[src/rtl/wb_trace_buffer.sv]
// wb_trace_buffer: captures qualifying WB register writes with timestamps into a
// DEPTH-entry buffer (stop-on-full or wrap), with optional address trigger and FWFT drain.
module wb_trace_buffer #(
  parameter int DATA_W  = 32,
  parameter int RADDR_W = 5,
  parameter int DEPTH   = 16,
  parameter int TS_W    = 16
) (
  input  logic                       clk_i_core,
  input  logic                       reset_i_core,
  input  logic                       wb_wrtEn_i,
  input  logic [RADDR_W-1:0]         wb_wrtAddr_i,
  input  logic [DATA_W-1:0]          wb_wrtData_i,
  input  logic                       arm_i,
  input  logic                       stop_i,
  input  logic                       cfg_wrap_i,
  input  logic                       cfg_trigEn_i,
  input  logic [RADDR_W-1:0]         cfg_trigAddr_i,
  output logic                       rd_valid_o,
  input  logic                       rd_ready_i,
  output logic [RADDR_W-1:0]         rd_addr_o,
  output logic [DATA_W-1:0]          rd_data_o,
  output logic [TS_W-1:0]            rd_ts_o,
  output logic [$clog2(DEPTH):0]     count_o,
  output logic                       overflow_o,
  output logic [1:0]                 state_o
);
  localparam int PW = $clog2(DEPTH);
  localparam logic [PW:0] FULL = (PW+1)'(DEPTH);
  typedef enum logic [1:0] {IDLE, WAIT_TRIG, CAPTURE, DONE} state_t;
  state_t r_state, w_state_n;
  logic [PW-1:0] r_wr_ptr, r_rd_ptr;
  logic [PW:0] r_count, w_count_n;
  logic [TS_W-1:0] r_ts;
  logic r_ovf, r_full_done, w_full_done_n;
  logic [RADDR_W-1:0] r_addr_mem [DEPTH];
  logic [DATA_W-1:0] r_data_mem [DEPTH];
  logic [TS_W-1:0] r_ts_mem [DEPTH];
  logic w_qual, w_trig, w_full, w_push, w_pop, w_ovr, w_store, w_lost, w_adv;
  assign w_qual  = wb_wrtEn_i && (wb_wrtAddr_i != '0);
  assign w_trig  = (r_state == WAIT_TRIG) && w_qual && (wb_wrtAddr_i == cfg_trigAddr_i);
  assign w_full  = r_count == FULL;
  assign w_push  = !arm_i && !stop_i && w_qual && ((r_state == CAPTURE) || w_trig);
  assign w_pop   = !arm_i && rd_valid_o && rd_ready_i;
  assign w_ovr   = w_push && w_full && !w_pop;
  assign w_store = w_push && (!w_ovr || cfg_wrap_i);
  // Only a DONE entered because the buffer filled counts later writes as lost.
  assign w_lost  = !arm_i && !stop_i && (r_state == DONE) && r_full_done && w_qual;
  assign w_adv   = w_pop || (w_store && w_ovr);
  assign w_count_n = (w_store && !w_pop && !w_full) ? r_count + (PW+1)'(1) :
                     (w_pop && !w_store) ? r_count - (PW+1)'(1) : r_count;
  always_comb begin
    w_state_n = r_state;
    w_full_done_n = r_full_done;
    if (arm_i) begin
      w_state_n = cfg_trigEn_i ? WAIT_TRIG : CAPTURE;
      w_full_done_n = 1'b0;
    end else if (stop_i && r_state != IDLE) begin
      w_state_n = DONE;
      w_full_done_n = 1'b0;
    end else if (w_trig) begin
      w_state_n = CAPTURE;
    end else if (r_state == CAPTURE && !cfg_wrap_i && w_count_n == FULL) begin
      w_state_n = DONE;
      w_full_done_n = 1'b1;
    end
  end
  always_ff @(posedge clk_i_core) begin
    if (reset_i_core) begin
      r_state <= IDLE;
      r_full_done <= 1'b0;
      r_wr_ptr <= '0;
      r_rd_ptr <= '0;
      r_count <= '0;
      r_ts <= '0;
      r_ovf <= 1'b0;
    end else begin
      r_state <= w_state_n;
      r_full_done <= w_full_done_n;
      if (arm_i) begin
        r_wr_ptr <= '0;
        r_rd_ptr <= '0;
        r_count <= '0;
        r_ts <= '0;
        r_ovf <= 1'b0;
      end else begin
        r_count <= w_count_n;
        if (w_store) r_wr_ptr <= r_wr_ptr + PW'(1);
        if (w_adv) r_rd_ptr <= r_rd_ptr + PW'(1);
        if (r_state != IDLE) r_ts <= r_ts + TS_W'(1);
        if (w_ovr || w_lost) r_ovf <= 1'b1;
      end
    end
  end
  always_ff @(posedge clk_i_core) begin
    if (w_store) begin
      r_addr_mem[r_wr_ptr] <= wb_wrtAddr_i;
      r_data_mem[r_wr_ptr] <= wb_wrtData_i;
      r_ts_mem[r_wr_ptr] <= r_ts;
    end
  end
  assign rd_valid_o = r_count != '0;
  assign rd_addr_o  = rd_valid_o ? r_addr_mem[r_rd_ptr] : '0;
  assign rd_data_o  = rd_valid_o ? r_data_mem[r_rd_ptr] : '0;
  assign rd_ts_o    = rd_valid_o ? r_ts_mem[r_rd_ptr] : '0;
  assign count_o    = r_count;
  assign overflow_o = r_ovf;
  assign state_o    = r_state;
endmodule

[config.mk]
export PLATFORM = sky130hd
export DESIGN_NAME = wb_trace_buffer
export DESIGN_NICKNAME = d
export VERILOG_FILES = /design/src/rtl/wb_trace_buffer.sv
export SDC_FILE = /design/constraint.sdc
export NUM_CORES = 1
export LEC_CHECK = 0
export ABC_CLOCK_PERIOD_IN_PS = 10950
export CORE_UTILIZATION = 65
export DETAILED_ROUTE_END_ITERATION = 8
export GPL_ROUTABILITY_DRIVEN = 0
export PLACE_DENSITY = 0.84
export SLEW_MARGIN = 10
export SYNTH_ARGS = -nofsm -noshare
export SYNTH_HDL_FRONTEND = slang
export SYNTH_SLANG_ARGS = --single-unit
[constraint.sdc]
create_clock -name clk_i_core -period 10.95 [get_ports clk_i_core]
set_input_delay 2.7375 -clock clk_i_core [delete_from_list [all_inputs] [get_ports clk_i_core]]
set_output_delay 2.7375 -clock clk_i_core [all_outputs]
set_load 0.1 [all_outputs]
Word-level counts from Yosys, hierarchy flattened
Memories as Yosys holds them, arrays and structs flattened. A register that Yosys moved wholly into a read port is not among the register bits.
Cells that the tools add are included.
{"block": "totals", "reg_bits": 33, "latch_bits": 0, "mem_bits_rw": 848, "mem_bits_ro": 0, "output_inout_bits": 62, "mem_count": 3}
{"block": "op_classes", "add_sub_neg": 5, "n_mul": 0, "div_mod_pow": 0, "order_cmp": 0, "eq_ne": 6, "shift": 0, "n_mux": 18, "bitwise": 1, "reduce_logical": 39}
{"memory": "r_data_mem", "depth": 16, "width": 32, "rd": 1, "rd_ports_with_merged_regs": 1, "wr": 1, "line": "37", "source": "logic [DATA_W-1:0] r_data_mem [DEPTH];"}
{"memory": "r_ts_mem", "depth": 16, "width": 16, "rd": 1, "rd_ports_with_merged_regs": 1, "wr": 1, "line": "38", "source": "logic [TS_W-1:0] r_ts_mem [DEPTH];"}
{"memory": "r_addr_mem", "depth": 16, "width": 5, "rd": 1, "rd_ports_with_merged_regs": 1, "wr": 1, "line": "36", "source": "logic [RADDR_W-1:0] r_addr_mem [DEPTH];"}
{"operator": "$mux W32", "n": 1}
{"operator": "$mux W4", "n": 6}
{"operator": "$logic_and A1 B1 Y1", "n": 21}
{"operator": "$add A16 B1 Y16 const B", "n": 1}
{"operator": "$mux W16", "n": 1}
{"operator": "$mux W5", "n": 3}
{"operator": "$eq A5 B5 Y1 const B", "n": 2}
{"operator": "$mux W2", "n": 5}
{"operator": "$reduce_bool A5 Y1", "n": 2}
{"operator": "$add A4 B1 Y4 const B", "n": 2}
{"operator": "$logic_not A1 Y1", "n": 7}
{"operator": "$add A5 B1 Y5 const B", "n": 1}
{"operator": "$eq A5 B5 Y1", "n": 1}
{"operator": "$sub A5 B1 Y5 const B", "n": 1}
{"operator": "$eq A2 B2 Y1 const B", "n": 2}
{"operator": "$logic_or A1 B1 Y1", "n": 4}
{"operator": "$reduce_bool A4 Y1", "n": 1}
{"operator": "$reduce_or A3 Y1", "n": 1}
{"operator": "$eq A2 B1 Y1 const B", "n": 1}
{"operator": "$mux W1", "n": 2}
{"operator": "$reduce_and A2 Y1", "n": 1}
{"operator": "$reduce_bool A2 Y1", "n": 1}
{"operator": "$reduce_or A2 Y1", "n": 1}
{"operator": "$not A1 Y1", "n": 1}

Depth between registers and ports, before layout
Gate-level depths: netlist of run 1.
{"block": "logic_depth", "depth_word": 21, "depth_mapped": 10, "depth_no_buf": 10}

Worst setup path after synthesis of run 1
Ideal clock, no wire load.
{"block": "synth_timing", "path_kind": "input-to-reg", "startpoint": "input port wb_wrtAddr_i[4]", "endpoint": "memory r_addr_mem[3][0] (enable)", "setup_ns": 0.529, "t_arrival_ns": 7.681, "required_ns": 10.421, "setup_slack_ns": 2.740, "path_stages": 8, "n_path_buf": 1, "path_cell_list": "xor2_1 > nor4_4 > nand2_4 > a21oi_1 > o21a_1 > clkbuf_1 > nand2_1 > nor3_1"}
{"block": "synth_between", "elab_chain_cells": 13, "elab_cells_between_ends": 15, "classes_between": "eq/ne: 1; mux: 2; reduce/logical: 12"}
{"item": "start, declared", "line": "12", "source": "input logic [RADDR_W-1:0] wb_wrtAddr_i,"}
{"item": "$reduce_bool A5 Y1", "line": "40", "source": "assign w_qual = wb_wrtEn_i && (wb_wrtAddr_i != '0);"}
{"item": "$logic_and A1 B1 Y1", "line": "40"}
{"item": "$logic_and A1 B1 Y1 (2 in a row)", "line": "41", "source": "assign w_trig = (r_state == WAIT_TRIG) && w_qual && (wb_wrtAddr_i == cfg_trigAddr_i);"}
{"item": "$logic_or A1 B1 Y1", "line": "43", "source": "assign w_push = !arm_i && !stop_i && w_qual && ((r_state == CAPTURE) || w_trig);"}
{"item": "$logic_and A1 B1 Y1 (*)", "line": "43"}
{"item": "$logic_and A1 B1 Y1 (2 in a row)", "line": "45", "source": "assign w_ovr = w_push && w_full && !w_pop;"}
{"item": "$logic_not A1 Y1", "line": "46", "source": "assign w_store = w_push && (!w_ovr || cfg_wrap_i);"}
{"item": "$logic_or A1 B1 Y1", "line": "46"}
{"item": "$logic_and A1 B1 Y1 (*)", "line": "46"}
{"item": "$mux W1 (*)", "line": "96", "source": "if (w_store) begin"}
{"item": "$mux W1 (not written as such) (*)", "line": "97", "source": "r_addr_mem[r_wr_ptr] <= wb_wrtAddr_i;"}
{"item": "end, declared", "line": "36"}
Every way passes the cells marked *; elsewhere a longest branch is shown, timed or not.

==> results of run 1 <==
[cell usage after synthesis, types with 2 or more instances]
library cell | number | area share (%)
or2_2 | 3 | 0.055
a21oi_1 | 5 | 0.074
edfxtp_1 | 848 | 75
or3_4 | 2 | 0.066
xnor2_1 | 4 | 0.10
nand3_1 | 5 | 0.074
dfxtp_1 | 37 | 2.2
nor3_1 | 5 | 0.074
buf_2 | 8 | 0.12
clkbuf_1 | 51 | 0.56
ha_1 | 9 | 0.33
nand2b_1 | 3 | 0.055
and3_1 | 5 | 0.092
mux2i_1 | 3 | 0.088
nand4_1 | 4 | 0.074
a31oi_1 | 2 | 0.037
inv_1 | 6 | 0.066
mux4_2 | 265 | 18
o21ai_0 | 3 | 0.044
buf_1 | 16 | 0.18
a22o_1 | 2 | 0.052
a22oi_1 | 2 | 0.044
nand2_1 | 17 | 0.19
and4_1 | 2 | 0.052
xor2_1 | 25 | 0.64
and2_1 | 55 | 1.0
nor2_1 | 48 | 0.53
[flip-flops by register name (all words and copies together), names as in the netlist, named ones only]
register / flops
r_ts: 16
count_o: 5
overflow_o: 1
r_ts_mem: 256
r_full_done: 1
r_addr_mem: 80
state_o: 2
r_wr_ptr: 4
r_rd_ptr: 4
r_data_mem: 512
[per-stage QoR]
| step | instances | worst slack, ps | power (mW) |
|---|---|---|---|
| floorplan | 1460 | 2740 | 3.856 |
| global placement | 2199 | 3971 | 3.920 |
| detailed placement | 2199 | 3784 | 3.926 |
| CTS | 2352 | 3408 | 6.820 |
| global route | 2354 | 3259 | 6.943 |
| finish | 2356 | 3410 | 6.801 |
[routing by layer]
metal / wire length [µm] / up-vias
met4: 2722 / 6
met5: 39 / -
met2: 40870 / 1091
li1: - / 6450
met3: 6809 / 186
met1: 28600 / 8650
[path summary, 6_finish.rpt]
path                    start        endpoint  slack (ps)  cells past startpoint
setup / recovery    flip-flop   rd_data_o[13]        3410                      5
hold reg to reg   r_full_done     r_full_done         460                      2
setup reg to reg   state_o[0]  r_ts_mem[6][5]        7230                      7
hold / removal    r_full_done     r_full_done         460                      2
[critical path: stages (launching register included)]
cell and delay (ps):
dfxtp_4 1040, buf_4 960, mux4_2 460, mux4_2 530, and2_1 180, clkdlybuf4s50_1 960
[where the power goes]
part,switching [mW],total [mW],internal [mW],leakage [nW]
clock,1.27,2.94,1.67,1.35
sequential,0.00551,3.70,3.69,7.82
combinational,0.112,0.159,0.0462,2.43
[layout make-up]
type                       instances  area [µm²]
antenna                            3       7.507
timing repair buffer             135        1324
multi-input combinational        494        7582
clock inverter                    45       524.3
inverter                           6       22.52
tap                              680       850.8
sequential                       885       26220
fill                            2620       12740
clock buffer                     108        2242
[logic make-up after synthesis]
family	synth area share (%)
DFF	77.09
muxes	17.65
and+or+nand+nor	2.705
buffers and inverters	0.9239
xor gates and xnor gates	0.7472
AOI/OAI and AO/OA	0.5521
adders and majority gates	0.3313
==> key figures, run 1 <==
GRT
  • Global-route wire length before repair: ~110 mm
  • Largest net degree at the start of global routing: between 100 and 150
  • Vias in the first global route: 17180
  • Global route hottest layer: met2
  • Tot GR Track Use: between 30 and 40%
  • Met2 Use GR: 50.89%
  • Initial antenna violation count: 4
  • Met1 Usage GRT: 40.68%
  • Gr ovfl total: 0
  • Grt met3 use: slightly above 6%

Placement
  • Placed instance area: between 30000 and 40000 µm²
  • DP Wirelength: between 30 and 40 mm
  • Port-buffer cells: 111

Route
  • Vias: between 15000 and 20000
  • Post-route ant nets: 0
  • Drt total wl: 79.04 mm
  • Via density: 6.954
  • Drt first pass iters: 5
  • Drc violations: 0
  • Wirelength per Cell: 33.55 µm
  • Initial DRC Count: between 1500 and 2000

Floorplanning
  • Core Rows: 83
  • Core box area: ~52000 µm²
  • Starting density of the core: about two thirds
  • Chip height: 230.7 µm
  • Die X: between 200 and 250 µm
  • Num ports: 112
  • DIE AREA: 53210 µm²

Cells and area
  • Most frequent cells in the layout: edfxtp_1, mux4_2, clkdlybuf4s50_1
  • Finished Cell Area: 38770 µm²
  • Fin util: 75.27%
  • Area Growth Syn to Fin: 14.07%
  • Total Nets Final: approximately 1700
  • Commonest non-fill, non-tap cell in the layout: edfxtp_1
  • Fraction of layout cells with a size suffix above 1: 27.02%

Clock network
  • Post_cts resized: 0
  • Root Driver: clkbuf_16
  • Post-CTS Setup Bufs: 0
  • Num CTS Buffers: 84
  • Clock Sink Count: slightly below 900
  • Skew-Pair Late Insertion Delay: around 660 ps
  • H-tree Lvls: 3
  • Worst-path clk slew: about 60 ps
  • Hold buffers post-CTS: 0
  • Max Buffers Root-to-Sink: 3
  • CTS tree: built

Timing
  • Final Cycle Share: between 60% and 70%
  • Fin Clk Skew: between 30 and 40 ps
  • Tmin final: about 7500 ps
  • Fmax: between 100 and 150 MHz
  • Relative slew slack: between 10% and 20%
  • Slew Limit Fails: 0
  • Unrepaired setup endpoints after global routing: no
  • Worst Max-Slew Pin Slew: about 1200 ps
  • Min Hold Slack: 459.6 ps
  • Final hold violations: 0
  • Final TNS setup: 0 ps
  • Endpoints failing setup: 0

Power and ir drop
  • Leakage: between 10 and 15 nW
  • Peak VDD IR: 0.0001209 V
  • Power Density: around 180 nW/µm²

Worst setup path
  • CP required: just over 8000 ps
  • CP startpoint kind: flip-flop
  • Crit Path Max Fanout: 67
  • Critical path class: flip-flop to output pin
  • Endpoint arrival time on the critical path: about 4800 ps
  • Critical Path Sink Type: output pin

Logic synthesis
  • Synth Flop Type: edfxtp_1
  • Mapped Nets: 1519
  • Synth Area per Inst: 23.28 µm²
  • Mapped Cells: 1460
  • Seq cells post-synth: between 800 and 900
  • Seq/Total Area, Yosys: 77.09%
  • Post-synth cell types: 52
  • Post-synth EDFFs: around 850
  • Synthesis Warnings: 0
  • Synth async-reset ratio: 0%
  • Synth Cell Area: roughly 34000 µm²

Hold path
  • Hold Path Class: flip-flop to flip-flop

Flow run
  • # Max-Cap Violations: 0

Run status
  • Run status: finished clean
No activity file was read; power rests on OpenSTA's default activity.
==> run 2, diff against run 1 <==
- ABC_CLOCK_PERIOD_IN_PS: 10950 -> 7650
- CORE_UTILIZATION: 65 -> 61
- PLACE_DENSITY: 0.84 -> 0.79
- clock period: 10.95 -> 7.65 ns (I/O delays scaled with it)
==> run 2 against run 1 <==
Compared with the run above:
- global-route usage fell by 2.2 points
- non-clock buffer count grew 16
- routed wire length down 0.84%
- register-to-register slack lost 3000 ps
- die area rose by 6.5%
- via count is essentially flat
- worst hold slack got worse by 12 ps
- utilization shrank 4.4 points
- power increased by 42%
- sequential cell count is the same
==> key figures, run 2 (synthesized netlist as in run 1, its figures left out) <==
Run status
  • Run status: finished clean

Worst setup path
  • CP startpoint kind: flip-flop
  • CP required: 5740 ps (-2470 ps)
  • Crit Path Max Fanout: 42 (-37%)
  • Critical path class: flip-flop to output pin
  • Endpoint arrival time on the critical path: 4390 ps (-410 ps)
  • Critical Path Sink Type: output pin
  • R2R cell count: 7 (unchanged)

Clock network
  • Clock Sink Count: 885 (unchanged)
  • H-tree Lvls: 3 (unchanged)
  • Post_cts resized: 0 (unchanged)
  • CTS tree: built
  • Max Buffers Root-to-Sink: 3 (unchanged)
  • Worst-path clk slew: 60 ps (about the same)
  • Root Driver: clkbuf_16
  • Num CTS Buffers: 85 (+1.2%)
  • Hold buffers post-CTS: 0 (unchanged)
  • Post-CTS Setup Bufs: 0 (unchanged)
  • Skew-Pair Late Insertion Delay: 630 ps (-30 ps)

GRT
  • Gr ovfl total: 0 (unchanged)
  • Initial antenna violation count: 7 (+3)
  • Largest net degree at the start of global routing: 61 (-40%)
  • Vias in the first global route: 16850 (-1.9%)
  • Tot GR Track Use: 28.50% (-2.2 points)
  • Global-route wire length before repair: 114.1 mm (-0.52%)

Power and ir drop
  • Peak VDD IR: 0.0001720 V (+42%)
  • Power Density: 247.8 nW/µm² (+41%)
  • Leakage: 11.68 nW (+0.65%)

Cells and area
  • Area Growth Syn to Fin: 14.79%
  • Top reg by flops: r_data_mem
  • Filler cell count: 3116 (+19%)
  • Total Nets Final: 1682 (+1.0%)
  • Inserted Diodes: 0 (-3)
  • Fraction of layout cells with a size suffix above 1: 27.68% (+0.66 points)
  • Commonest non-fill, non-tap cell in the layout: edfxtp_1
  • Most frequent cells in the layout: edfxtp_1, mux4_2, clkdlybuf4s50_1
  • Largest register FFs: 512 (unchanged)
  • Largest registers: r_data_mem (512), r_ts_mem (256), r_addr_mem (80)

Placement
  • Port-buffer cells: 111 (unchanged)
  • DP Wirelength: 38.33 mm (+4.7%)

Floorplanning
  • Core box area: 55090 µm² (+7.0%)
  • Core Rows: 86 (+3.6%)
  • DIE AREA: 56670 µm² (+6.5%)
  • Starting density of the core: 61.70% (-4.3 points)
  • Chip height: 238.1 µm (+3.2%)
  • Num ports: 112 (unchanged)
  • Die X: 238.1 µm (+3.2%)

Route
  • Drt total wl: 78.37 mm (-0.84%)
  • Post-route ant nets: 0 (unchanged)
  • Via density: 6.711 (-3.5%)
  • Initial DRC Count: 2027 (+5.8%)
  • Wirelength per Cell: 32.13 µm (-4.2%)
  • Drc violations: 0 (unchanged)
  • Vias: 16370 (-0.085%)
  • Drt first pass iters: 7 (+2)

Hold path
  • Hold depth: 2 (unchanged)
  • Hold Path Class: flip-flop to flip-flop

Timing
  • Endpoints failing setup: 0 (unchanged)
  • Final Cycle Share: 82.33%
  • Final hold violations: 0 (unchanged)
  • Relative slew slack: 23.40% (+4.3 points)
  • Final TNS setup: 0 ps (unchanged)
  • Min Hold Slack: 447.4 ps (-12.14 ps)
  • Unrepaired setup endpoints after global routing: no
  • Slew Limit Fails: 0 (unchanged)
  • Fmax: 158.8 MHz
  • Worst Max-Slew Pin Slew: 1149 ps (-61.17 ps)
  • Tmin final: between 6000 and 7000 ps
  • Fin Clk Skew: 22.30 ps (-8.415 ps)

Flow run
  • # Max-Cap Violations: 0 (unchanged)
run 2: cell type report:
| class | instances | area (µm²) | share of cell area (%) |
|---|---|---|---|
| flip-flops and latches | 885 | 26220 | 67.20 |
| multi-input cells | 494 | 7582 | 19.43 |
| clock buffers | 109 | 2352 | 6.028 |
| repair buffers | 151 | 1524 | 3.906 |
| well taps | 748 | 935.9 | 2.399 |
| clock inverters | 46 | 382.9 | 0.9812 |
| inverters | 6 | 22.52 | 0.05772 |
run 2: per-layer routing:
metal / vias to the layer above / share of wire (%) / track usage, % / routed length [µm]
met2: 976 / 51 / 46.59 / 39790
met4: 10 / 3.0 / 10.66 / 2365
met5: - / 0.083 / 0 / 65
li1: 6472 / - / - / -
met1: 8726 / 38 / 39.37 / 29640
met3: 185 / 8.3 / 4.789 / 6516
run 2: worst max-delay path: stages, from the launching register on:
cell,delay (ps)
dfxtp_4,980
buf_4,480
mux4_2,570
mux4_2,520
and2_1,200
clkdlybuf4s50_1,990
run 2: final timing paths:
kind	slack [ps]	endpoint	from
max reg2reg	4250	r_data_mem[10][7]	state_o[0]
min	450	r_full_done	r_full_done
min reg2reg	450	r_full_done	r_full_done
max	1350	rd_ts_o[3]	flip-flop
run 2: power breakdown:
group	switching, mW	internal, mW	total (mW)
clock network	1.77	2.37	4.15
logic	0.161	0.0666	0.228
registers	0.00776	5.29	5.29
run 2: per-stage QoR:
step	setup WS (ps)	power [mW]	util (%)	instances	cell area [µm²]
after floorplan	265.1	5.519	-	1460	33990
after global placement	1770	5.615	65.86	2284	36280
after detailed placement	1710	5.624	65.86	2284	36280
after CTS	1248	9.699	70.83	2439	39020
after global routing	1176	9.884	70.83	2439	39020
final	1352	9.671	70.83	2439	39020
==> run 3, diff against run 2 <==
- ABC_CLOCK_PERIOD_IN_PS: 7650 -> 6400
- clock period: 7.65 -> 6.4 ns (I/O delays scaled with it)
==> run 3 against run 2 <==
Compared with the run above:
- first-iteration DRC count fell by 7.0%
- via count fell by 1.5%
- combinational power rose by 19%
- sequential power rose by 20%
- largest cell class unchanged
- highest routed layer unchanged
==> key figures, run 3 (synthesized netlist as in run 1, its figures left out) <==
Power and ir drop
  • Comb pwr share: 2.4% (about the same)
  • Reg power frac: 55.3% (+0.6 points)
  • P_int: 9.166 mW (+19%)
  • Leakage: 11.71 nW (+0.28%)
  • P_sw: 2.283 mW (+17%)
  • Peak VDD IR: 0.0002065 V (+20%)
  • Power Density: 292.5 nW/µm² (+18%)
  • Switching Share: 19.94% (-0.16 points)
  • Clk pwr share: 42.4% (-0.5 points)

Route
  • Drt first pass iters: 7 (unchanged)
  • Post-route ant nets: 0 (unchanged)
  • Drt total wl: 75.77 mm (-3.3%)
  • Initial DRC Count: 1886 (-7.0%)
  • Drc violations: 0 (unchanged)
  • Vias: 16130 (-1.5%)
  • Via density: 6.589 (-1.8%)
  • Wirelength per Cell: 30.95 µm (-3.7%)

GRT
  • Initial antenna violation count: 2 (-5)
  • Vias in the first global route: 17020 (+0.98%)
  • Global-route wire length before repair: 111.1 mm (-2.6%)
  • Largest net degree at the start of global routing: 92 (+51%)
  • Tot GR Track Use: 27.67% (-0.83 points)
  • Gr ovfl total: 0 (unchanged)

Worst setup path
  • CP startpoint kind: flip-flop
  • Worst-path cell chain: buf_12 -> mux4_2 -> mux4_2 -> and2_1 -> clkdlybuf4s50_1
  • Critical Path Slowest Stage Cell: clkdlybuf4s50_1
  • CP peak stage delay: 970 ps (-20 ps)
  • Critical Path Sink Type: output pin
  • Crit-path most repeated cell: mux4_2
  • Worst R2R Start: state_o[0]
  • CP required: 4800 ps (-940 ps)
  • Crit Path Max Fanout: 33 (-21%)
  • Setup slack, reg-to-reg: 3180 ps (-1070 ps)
  • Endpoint arrival time on the critical path: 4110 ps (-280 ps)
  • R2R cell count: 7 (unchanged)
  • Critical path class: flip-flop to output pin
  • RR Endpoint: r_ts_mem[10][6]

Run status
  • Run status: finished clean

Floorplanning
  • Chip height: 238.1 µm (unchanged)
  • Die X: 238.1 µm (unchanged)
  • Starting density of the core: 61.70% (unchanged)
  • Core Rows: 86 (unchanged)
  • DIE AREA: 56670 µm² (unchanged)
  • Num ports: 112 (unchanged)
  • Core box area: 55090 µm² (unchanged)

Timing
  • Final TNS setup: 0 ps (unchanged)
  • Worst Max-Slew Pin Slew: 1151 ps (+2.190 ps)
  • Fmax: between 150 and 200 MHz
  • Tmin final: around 5700 ps
  • Endpoints failing setup: 0 (unchanged)
  • Final Cycle Share: 89.24%
  • Unrepaired setup endpoints after global routing: no
  • Final worst slack: 688.4 ps (-663.3 ps)
  • Relative slew slack: 23.25% (-0.15 points)
  • Final hold violations: 0 (unchanged)
  • Slew Limit Fails: 0 (unchanged)
  • Min Hold Slack: 459.6 ps (+12.14 ps)
  • Fin Clk Skew: 22.66 ps (+0.3581 ps)

Cells and area
  • Inserted Diodes: 0 (unchanged)
  • Most frequent cells in the layout: edfxtp_1, mux4_2, clkdlybuf4s50_1
  • Top reg by flops: r_data_mem
  • Largest registers: r_data_mem (512), r_ts_mem (256), r_addr_mem (80)
  • Largest register FFs: 512 (unchanged)
  • Area Growth Syn to Fin: 15.15%
  • Fraction of layout cells with a size suffix above 1: 27.82% (+0.15 points)
  • Finished Cell Area: 39140 µm² (+0.31%)
  • Total Nets Final: 1692 (+0.59%)
  • Commonest non-fill, non-tap cell in the layout: edfxtp_1

Clock network
  • Post_cts resized: 0 (unchanged)
  • Hold buffers post-CTS: 0 (unchanged)
  • Post-CTS Setup Bufs: 0 (unchanged)
  • H-tree Lvls: 3 (unchanged)
  • Root Driver: clkbuf_16
  • CTS tree: built
  • Max Buffers Root-to-Sink: 3 (unchanged)
  • Skew-Pair Late Insertion Delay: 630 ps (about the same)
  • Clock Sink Count: 885 (unchanged)
  • Worst-path clk slew: 60 ps (about the same)
  • Num CTS Buffers: 85 (unchanged)

Hold path
  • Hold_sp: r_full_done
  • Hold depth: 2 (unchanged)
  • Worst Hold End: r_full_done
  • Hold Path Class: flip-flop to flip-flop

Placement
  • DP Wirelength: 37.90 mm (-1.1%)
  • Placed instance area: 36480 µm² (+0.53%)
  • Port-buffer cells: 111 (unchanged)
  • Pre-CTS setup slack: 874.9 ps (-834.9 ps)

Flow run
  • # Max-Cap Violations: 0 (unchanged)
==> run 3: cell types whose count changed in the layout (fill, tap and decap cells not counted), moves of 4 or more <==
cell        previous run  this run
inv_6                  0         5
nor3_2                 4         0
buf_4                 31        36
clkinvlp_4             7         2
clkbuf_1              15        22
nor3_4                 0         4
buf_12                 9        17
==> run 3: cell type report <==
type | instances | area, µm²
Clock buffer | 111 | 2287
Clock inverter | 43 | 376.6
Fill cell | 3069 | 15950
Inverter | 6 | 22.52
Multi-Input combinational cell | 494 | 7607
Sequential cell | 885 | 26220
Tap cell | 748 | 935.9
Timing Repair Buffer | 161 | 1692
==> run 3: power groups by stage <==
| stage | Sequential [mW] | Clock [mW] | Combinational (mW) |
|---|---|---|---|
| 2_1_floorplan | 6.46 | 0 | 0.135 |
| 3_3_place_gp | 6.45 | 0 | 0.261 |
| 3_5_place_dp | 6.45 | 0 | 0.270 |
| 4_1_cts | 6.33 | 4.91 | 0.272 |
| 5_1_grt | 6.33 | 5.10 | 0.284 |
| 6_report | 6.33 | 4.85 | 0.272 |
==> run 3: worst max-delay path by stage <==
stage,slack (ps),endpoint,from
final,690,rd_ts_o[7],flip-flop
after global routing,540,rd_ts_o[7],flip-flop
after CTS,620,rd_data_o[22],flip-flop
after detailed placement,870,r_ts_mem[10][4],wb_wrtAddr_i[0]
after global placement,970,r_ts_mem[10][3],wb_wrtAddr_i[0]
after floorplan,750,r_addr_mem[15][0],wb_wrtAddr_i[4]
==> run 3: per-layer routing <==
metal	vias to the layer above	GRT usage [%]	routed length [µm]
met5	-	0	13
met3	135	4.708	6034
met2	968	46.48	39230
met1	8526	37.60	28660
li1	6500	-	-
met4	2	9.033	1833
==> run 3: per-stage QoR <==
step	utilization [%]	cells	power, mW
5_1_grt	71.05	2448	11.71
6_report	71.05	2448	11.45
3_3_place_gp	66.21	2294	6.712
4_1_cts	71.05	2448	11.51
2_1_floorplan	-	1460	6.597
3_5_place_dp	66.21	2294	6.722
==> run 3: worst max-delay path: cells and delay by family, from the launching register on <==
kind | cells | cell delay (ps)
buffers and inverters | 2 | 1340
muxes | 2 | 1100
DFF | 1 | 830
and+or+nand+nor | 1 | 180
